### src/rtl/bkram_sd_ctrl.sv
// rtl/bkram_sd_ctrl.sv - backup-RAM persistence controller: slot load/save over SD sectors, format, autosave, watchdog
module bkram_sd_ctrl #(
  parameter int           SECT_LOG2 = 4,
  parameter int           SLOT_W    = 2,
  parameter int           FMT_WORDS = 4,
  parameter logic [127:0] FMT_PAT   = 128'h0000_0000_0000_0000_8010_8800_4D42_5548,
  parameter bit           FMT_CLEAR = 1'b1,
  parameter int           TO_LOG2   = 24
) (
  input  logic                   i_clk_sys,
  input  logic                   i_reset_n,
  input  logic                   i_downloading,
  input  logic                   i_img_mounted,
  input  logic                   i_img_readonly,
  input  logic                   i_img_size_nz,
  input  logic [SLOT_W-1:0]      i_slot,
  input  logic                   i_load_req,
  input  logic                   i_save_req,
  input  logic                   i_format_req,
  input  logic                   i_autosave_en,
  input  logic                   i_autosave_trig,
  input  logic                   i_bram_wr,
  output logic [31:0]            o_sd_lba,
  output logic                   o_sd_rd,
  output logic                   o_sd_wr,
  input  logic                   i_sd_ack,
  output logic [SECT_LOG2+7:0]   o_fmt_addr,
  output logic [15:0]            o_fmt_data,
  output logic                   o_fmt_we,
  output logic                   o_fmt_sel,
  output logic                   o_bk_ena,
  output logic                   o_bk_loading,
  output logic                   o_bk_busy,
  output logic                   o_dirty,
  output logic                   o_err
);

  localparam int AW       = SECT_LOG2 + 8;
  localparam int LAST_FMT = FMT_CLEAR ? (2 ** AW) - 1 : FMT_WORDS - 1;

  typedef enum logic [1:0] {S_IDLE, S_REQ, S_ACK, S_FMT} state_t;

  state_t                r_state, w_next;
  logic                  r_dl_q, r_load_q, r_save_q, r_fmt_q, r_trig_q, r_ack_q;
  logic                  r_bk_ena, r_dirty, r_err, r_is_load;
  logic [SLOT_W-1:0]     r_slot;
  logic [SECT_LOG2-1:0]  r_sector;
  logic [TO_LOG2-1:0]    r_wd;
  logic [AW-1:0]         r_fmt_addr;

  logic w_load_edge, w_save_edge, w_fmt_edge, w_trig_edge, w_ack_rise, w_ack_fall;
  logic w_auto, w_wd_ovf, w_xfer;
  logic w_go_xfer, w_go_load, w_go_fmt, w_next_sector, w_xfer_done, w_abort, w_fmt_done;
  logic [2:0] w_hdr_idx;

  assign w_load_edge = i_load_req & ~r_load_q;
  assign w_save_edge = i_save_req & ~r_save_q;
  assign w_fmt_edge  = i_format_req & ~r_fmt_q;
  assign w_trig_edge = i_autosave_trig & ~r_trig_q;
  assign w_ack_rise  = i_sd_ack & ~r_ack_q;
  assign w_ack_fall  = ~i_sd_ack & r_ack_q;
  assign w_auto      = i_autosave_en & r_dirty & w_trig_edge;
  assign w_wd_ovf    = &r_wd;
  assign w_xfer      = (r_state == S_REQ) || (r_state == S_ACK);

  always_comb begin
    w_next        = r_state;
    w_go_xfer     = 1'b0;
    w_go_load     = 1'b0;
    w_go_fmt      = 1'b0;
    w_next_sector = 1'b0;
    w_xfer_done   = 1'b0;
    w_abort       = 1'b0;
    w_fmt_done    = 1'b0;
    case (r_state)
      S_IDLE: begin
        if (w_fmt_edge) begin
          w_go_fmt = 1'b1;
          w_next   = S_FMT;
        end else if (r_bk_ena && (w_load_edge || w_save_edge || w_auto)) begin
          w_go_xfer = 1'b1;
          w_go_load = w_load_edge;
          w_next    = S_REQ;
        end
      end
      S_REQ: begin
        if (w_ack_rise) begin
          w_next = S_ACK;
        end else if (w_wd_ovf) begin
          w_abort = 1'b1;
          w_next  = S_IDLE;
        end
      end
      S_ACK: begin
        if (w_ack_fall) begin
          if (&r_sector) begin
            w_xfer_done = 1'b1;
            w_next      = S_IDLE;
          end else begin
            w_next_sector = 1'b1;
            w_next        = S_REQ;
          end
        end else if (w_wd_ovf) begin
          w_abort = 1'b1;
          w_next  = S_IDLE;
        end
      end
      S_FMT: begin
        if (r_fmt_addr == AW'(LAST_FMT)) begin
          w_fmt_done = 1'b1;
          w_next     = S_IDLE;
        end
      end
      default: w_next = S_IDLE;
    endcase
  end

  always_ff @(posedge i_clk_sys or negedge i_reset_n) begin
    if (!i_reset_n) begin
      r_state    <= S_IDLE;
      r_dl_q     <= 1'b0;
      r_load_q   <= 1'b0;
      r_save_q   <= 1'b0;
      r_fmt_q    <= 1'b0;
      r_trig_q   <= 1'b0;
      r_ack_q    <= 1'b0;
      r_bk_ena   <= 1'b0;
      r_dirty    <= 1'b0;
      r_err      <= 1'b0;
      r_is_load  <= 1'b0;
      r_slot     <= '0;
      r_sector   <= '0;
      r_wd       <= '0;
      r_fmt_addr <= '0;
    end else begin
      r_state  <= w_next;
      r_dl_q   <= i_downloading;
      r_load_q <= i_load_req;
      r_save_q <= i_save_req;
      r_fmt_q  <= i_format_req;
      r_trig_q <= i_autosave_trig;
      r_ack_q  <= i_sd_ack;

      if (i_downloading && !r_dl_q) r_bk_ena <= 1'b0;
      if (i_downloading && i_img_mounted && i_img_size_nz && !i_img_readonly) r_bk_ena <= 1'b1;

      if (w_go_xfer) begin
        r_sector  <= '0;
        r_slot    <= i_slot;
        r_is_load <= w_go_load;
      end else if (w_next_sector) begin
        r_sector <= r_sector + 1'b1;
      end

      // Watchdog restarts on every request assert and every ack edge.
      if (w_go_xfer || w_next_sector || w_ack_rise || w_ack_fall) r_wd <= '0;
      else if (w_xfer)                                            r_wd <= r_wd + 1'b1;

      if (w_go_xfer || w_go_fmt) r_err <= 1'b0;
      else if (w_abort)          r_err <= 1'b1;

      if (w_go_fmt)            r_fmt_addr <= '0;
      else if (r_state == S_FMT) r_fmt_addr <= r_fmt_addr + 1'b1;

      // Set sources are ordered last so a same-cycle core write keeps dirty high.
      if ((w_go_xfer && !w_go_load) || (w_xfer_done && r_is_load)) r_dirty <= 1'b0;
      if (i_bram_wr || w_fmt_done)                                 r_dirty <= 1'b1;
    end
  end

  assign w_hdr_idx    = r_fmt_addr[2:0];
  assign o_sd_lba     = 32'({r_slot, r_sector});
  assign o_sd_rd      = (r_state == S_REQ) && r_is_load;
  assign o_sd_wr      = (r_state == S_REQ) && !r_is_load;
  assign o_fmt_addr   = r_fmt_addr;
  assign o_fmt_we     = (r_state == S_FMT);
  assign o_fmt_sel    = (r_state == S_FMT);
  assign o_fmt_data   = ((r_state == S_FMT) && (r_fmt_addr < AW'(FMT_WORDS)))
                        ? FMT_PAT[{w_hdr_idx, 4'b0000} +: 16] : 16'h0000;
  assign o_bk_ena     = r_bk_ena;
  assign o_bk_loading = w_xfer && r_is_load;
  assign o_bk_busy    = (r_state != S_IDLE);
  assign o_dirty      = r_dirty;
  assign o_err        = r_err;

endmodule
### config.mk
export PLATFORM = sky130hd
export DESIGN_NAME = bkram_sd_ctrl
export DESIGN_NICKNAME = d
export VERILOG_FILES = /design/src/rtl/bkram_sd_ctrl.sv
export SDC_FILE = /design/constraint.sdc
export NUM_CORES = 1
export LEC_CHECK = 0
export ABC_AREA = 1
export ABC_CLOCK_PERIOD_IN_PS = 2360
export CAP_MARGIN = 15
export CORE_AREA = 3 3 110 138
export DETAILED_ROUTE_END_ITERATION = 16
export DIE_AREA = 0 0 113 141
export GPL_ROUTABILITY_DRIVEN = 0
export SLEW_MARGIN = 20
export SYNTH_ARGS = -nofsm -noshare
export SYNTH_HDL_FRONTEND = slang
export SYNTH_SLANG_ARGS = --single-unit
### constraint.sdc
create_clock -name i_clk_sys -period 2.36 [get_ports i_clk_sys]
set_input_delay 0.708 -clock i_clk_sys [delete_from_list [all_inputs] [get_ports i_clk_sys]]
set_output_delay 0.708 -clock i_clk_sys [all_outputs]
set_load 0.01 [all_outputs]
==> results of run 1 <==
-- per-layer routing --
layer / GRT usage, % / vias to the layer above / part of all wire (%) / routed length, um
li1: - / 1518 / - / -
met2: 18.9 / 82 / 55 / 4420
met3: 1.50 / 11 / 3.9 / 314
met4: 3.92 / 0 / 1.8 / 140
met1: 11.0 / 1443 / 39 / 3110
met5: 0 / - / 0 / 0
-- cell usage after synthesis (all sizes together), types with 2 or more instances --
master / count
buf: 41
nand2: 105
nor3: 16
ha: 11
a31oi: 2
o21bai: 2
a21oi: 15
o211ai: 2
nor2: 75
nand4: 11
inv: 60
xnor2: 3
nand3: 32
dfrtp: 54
o21ai: 14
-- repair_timing --
action / CTS / global route
resized for setup: 40 / 30
setup buffers: 2 / 3
pin swaps: 2 / 3
endpoints found under the hold margin: 0 / 0
gates cloned: 0 / 0
endpoints found under the setup margin: 14 / 12
-- worst register-to-register path: stages (launching register included) --
cell and delay [ns]:
dfrtp_1 0.35, buf_4 0.11, buf_4 0.11, inv_2 0.05
ha_1 0.30, buf_4 0.18, nand2_2 0.11, nor2_8 0.15
nand2_4 0.11, nor2_2 0.11, nand3_1 0.11, nor3_1 0.15
nor2_1 0.05
-- worst paths after layout --
kind | cells after the start | to | from | slack [ns]
worst max-delay path | 8 | o_fmt_data[3] | r_state[0] | -0.1
worst min-delay path | 2 | o_fmt_addr[7] | i_reset_n | 0.39
worst max register to register | 12 | r_wd[19] | r_state[0] | 0.37
worst min register to register | 2 | r_slot[1] | r_slot[1] | 0.48
max in group asynchronous | 2 | r_sector[2] | i_reset_n | 1.70
min in group i_clk_sys | 2 | r_slot[1] | r_slot[1] | 0.48
-- power by group through the flow --
stage / clock network (mW) / registers [mW] / logic [mW]
after CTS: 0.772 / 1.17 / 1.38
after global placement: 0 / 1.17 / 1.35
final: 0.751 / 1.17 / 1.43
after global routing: 0.793 / 1.18 / 1.60
after detailed placement: 0 / 1.18 / 1.37
after floorplan: 0 / 1.20 / 0.781
-- state kept, by name (all words and copies together) (netlist names), 2 cells and up --
signal      count
o_fmt_addr     12
r_sector        4
r_slot          2
r_state         2
r_wd           24
-- stage by stage --
step                      worst slack, ns  setup TNS [ns]  std cells  util (%)
after detailed placement           -0.229           -1.52        692      29.9
after floorplan                    0.0455               0        486         -
final                             -0.0955          -0.226        705      31.6
after global placement             -0.171           -1.04        692      29.9
after global routing               -0.158          -0.658        705      31.6
after CTS                         -0.0496          -0.163        702      31.4
-- area by class of cell --
type                            instances  area, sq um  area share, %
Sequential cell                        54         1350           30.7
Clock buffer                            7          143           3.24
Multi-Input combinational cell        330         1760           39.9
Clock inverter                          1         5.00          0.114
Tap cell                              175          219           4.97
Timing Repair Buffer                   78          702           15.9
Inverter                               60          225           5.12
-- logic make-up (layout without fill, tap and decap cells) --
group / count (synthesis) / in the layout
AO/OA/AOI/OAI: 40 / 40
XOR/XNOR: 4 / 4
adder cells (fa/ha/maj): 11 / 11
buffers and inverters: 102 / 146
flip-flops: 54 / 54
other: 1 / 32
AND/OR/NAND/NOR: 243 / 243
==> impl_metrics.py, run 1 <==
metrics = {
    "clock_network": {
        "clk_latency_ns": 0.29,
        "cts_max_level": 2,
        "clkTransAtPathRegs_ns": 0.07,
        "cts_hold_buf": 0,
        "cts-root-buf": "clkbuf_16",
        "clockBufferDepth": 2,
        "cts_buffers": 5,
        "cts_sinks": 54,
        "cts_tree": "built",
    },
    "timing": {
        "period_needed_ns": 2.46,
        "setup_ws_ns": -0.0955,
        "setup_viol": 5,
        "rsz0062_at_grt": "true",
        "finClkSkew_ns": 0.00623,
        "hold_violations": 0,
        "slew_violations": 0,
        "fin_crit_sh_pct": 104,
        "holdWs_ns": 0.392,
        "fmax_mhz": 407,
    },
    "global_routing": {
        "grt_pass1_vias": 2931,
        "grt_usage_pct": 9.97,
        "antenna_found_initial": 0,
        "gr-total-overflow": 0,
        "grt_pass1_wl_um": 13300,
        "grt_max_degree": 55,
    },
    "cells_and_area": {
        "area_growth_pct": 27.4,
        "final_cell_mix": "nand2_1, nor2_1, inv_1, dfrtp_1, clkdlybuf4s50_1",
        "n_antenna_cell": 0,
        "design_area_sq_um": 4400,
        "fillCellCount": 1493,
        "layout-drive-gt1-share_pct": 17.5,
        "layout_commonest_cell": "nand2_1",
        "final_nets": 555,
    },
    "power_and_ir_drop": {
        "finalPower_mw": 3.35,
        "p_sw_mw": 1.23,
        "swShare_pct": 36.6,
        "power_frac_comb_pct": 42.7,
        "leakage_nw": 2.15,
        "pwr_density_cell_nw_per_um2": 761,
        "irDropWorstVdd_mv": 0.455,
        "seq_power_share_pct": 34.8,
        "clkPwrFrac_pct": 22.4,
        "internal-power_mw": 2.12,
    },
    "detailed_routing": {
        "dr_total_vias": 3054,
        "drt_wl_total_um": 7990,
        "first_pass_iters": 4,
        "drt_iter0_drc": 84,
        "drc": 0,
        "viasPerCell": 4.33,
        "routedWlPerCell_um": 11.3,
        "drtAntennaViolNets": 0,
    },
    "worst_setup_path": {
        "crit_buf_inv": 4,
        "critPathKind": "reg2out",
        "required_ns": 1.65,
        "critPathLaunchType": "flip-flop",
        "path_cells": "ha_2 > inv_2 > nor3_4 > nand3_4 > buf_6 > buf_6 > nor2_4 > buf_6",
        "crit_family": "simple AND/OR/NAND/NOR gates",
        "cp_max_fo": 5,
        "cpPeakStageDelay_ns": 0.35,
        "cp_common_cell": "buf_6",
        "critPathSlowestCell": "dfrtp_1",
        "cp.arrival_ns": 1.75,
        "crit_path_end_kind": "output pin",
    },
    "synthesis": {
        "ys_seq_area_share_pct": 39.1,
        "synth_seq_cells": 54,
        "synth_enable_flop_cells": 0,
        "synth_top_area_cell": "dfrtp_1",
        "synth_top_family_by_area": "simple AND/OR/NAND/NOR gates",
        "ys.flop_type": "dfrtp_1",
        "synth_fa_ha_area_share_pct": 3.98,
        "synthMuxAreaShare_pct": 0,
        "synth_top_area_share_pct": 39.1,
        "synth.area.top_cells": "dfrtp_1, nand2_1, buf_4",
        "netlist_instances": 455,
        "avgSynthCellArea_sq_um": 7.59,
        "async_reset_ff_share_pct": 100,
        "synth_compound_area_share_pct": 6.56,
        "yosys.area_share.simple_pct": 33.8,
        "synth_warnings": 0,
        "synth_cell_type_count": 39,
        "synth_xor_area_share_pct": 1.01,
        "syn_area_sq_um": 3450,
    },
    "job": {
        "max_cap_violations": 0,
    },
    "outcome": {
        "violations": "setup timing",
        "status": "finished, violations left",
    },
    "floorplanning": {
        "start_util_pct": 24.8,
        "die-area_sq_um": 15900,
        "core-area_sq_um": 13900,
        "die_h_um": 141,
        "fp.dieW_um": 113,
        "rows": 48,
        "ios": 84,
    },
    "hold_path": {
        "hold_path.class": "in2async",
    },
    "place": {
        "placed_area_sq_um": 4160,
        "io_buffers": 51,
        "dp_hpwl_um": 6290,
    },
}
Note: power is estimated with default switching activity, not from simulation.
==> run 2: changes to the inputs <==
Settings changed: HOLD_SLACK_MARGIN from default to 0.12.
==> results of run 2 <==
The final DEF is identical to that of run 1; final timing and power are the same.
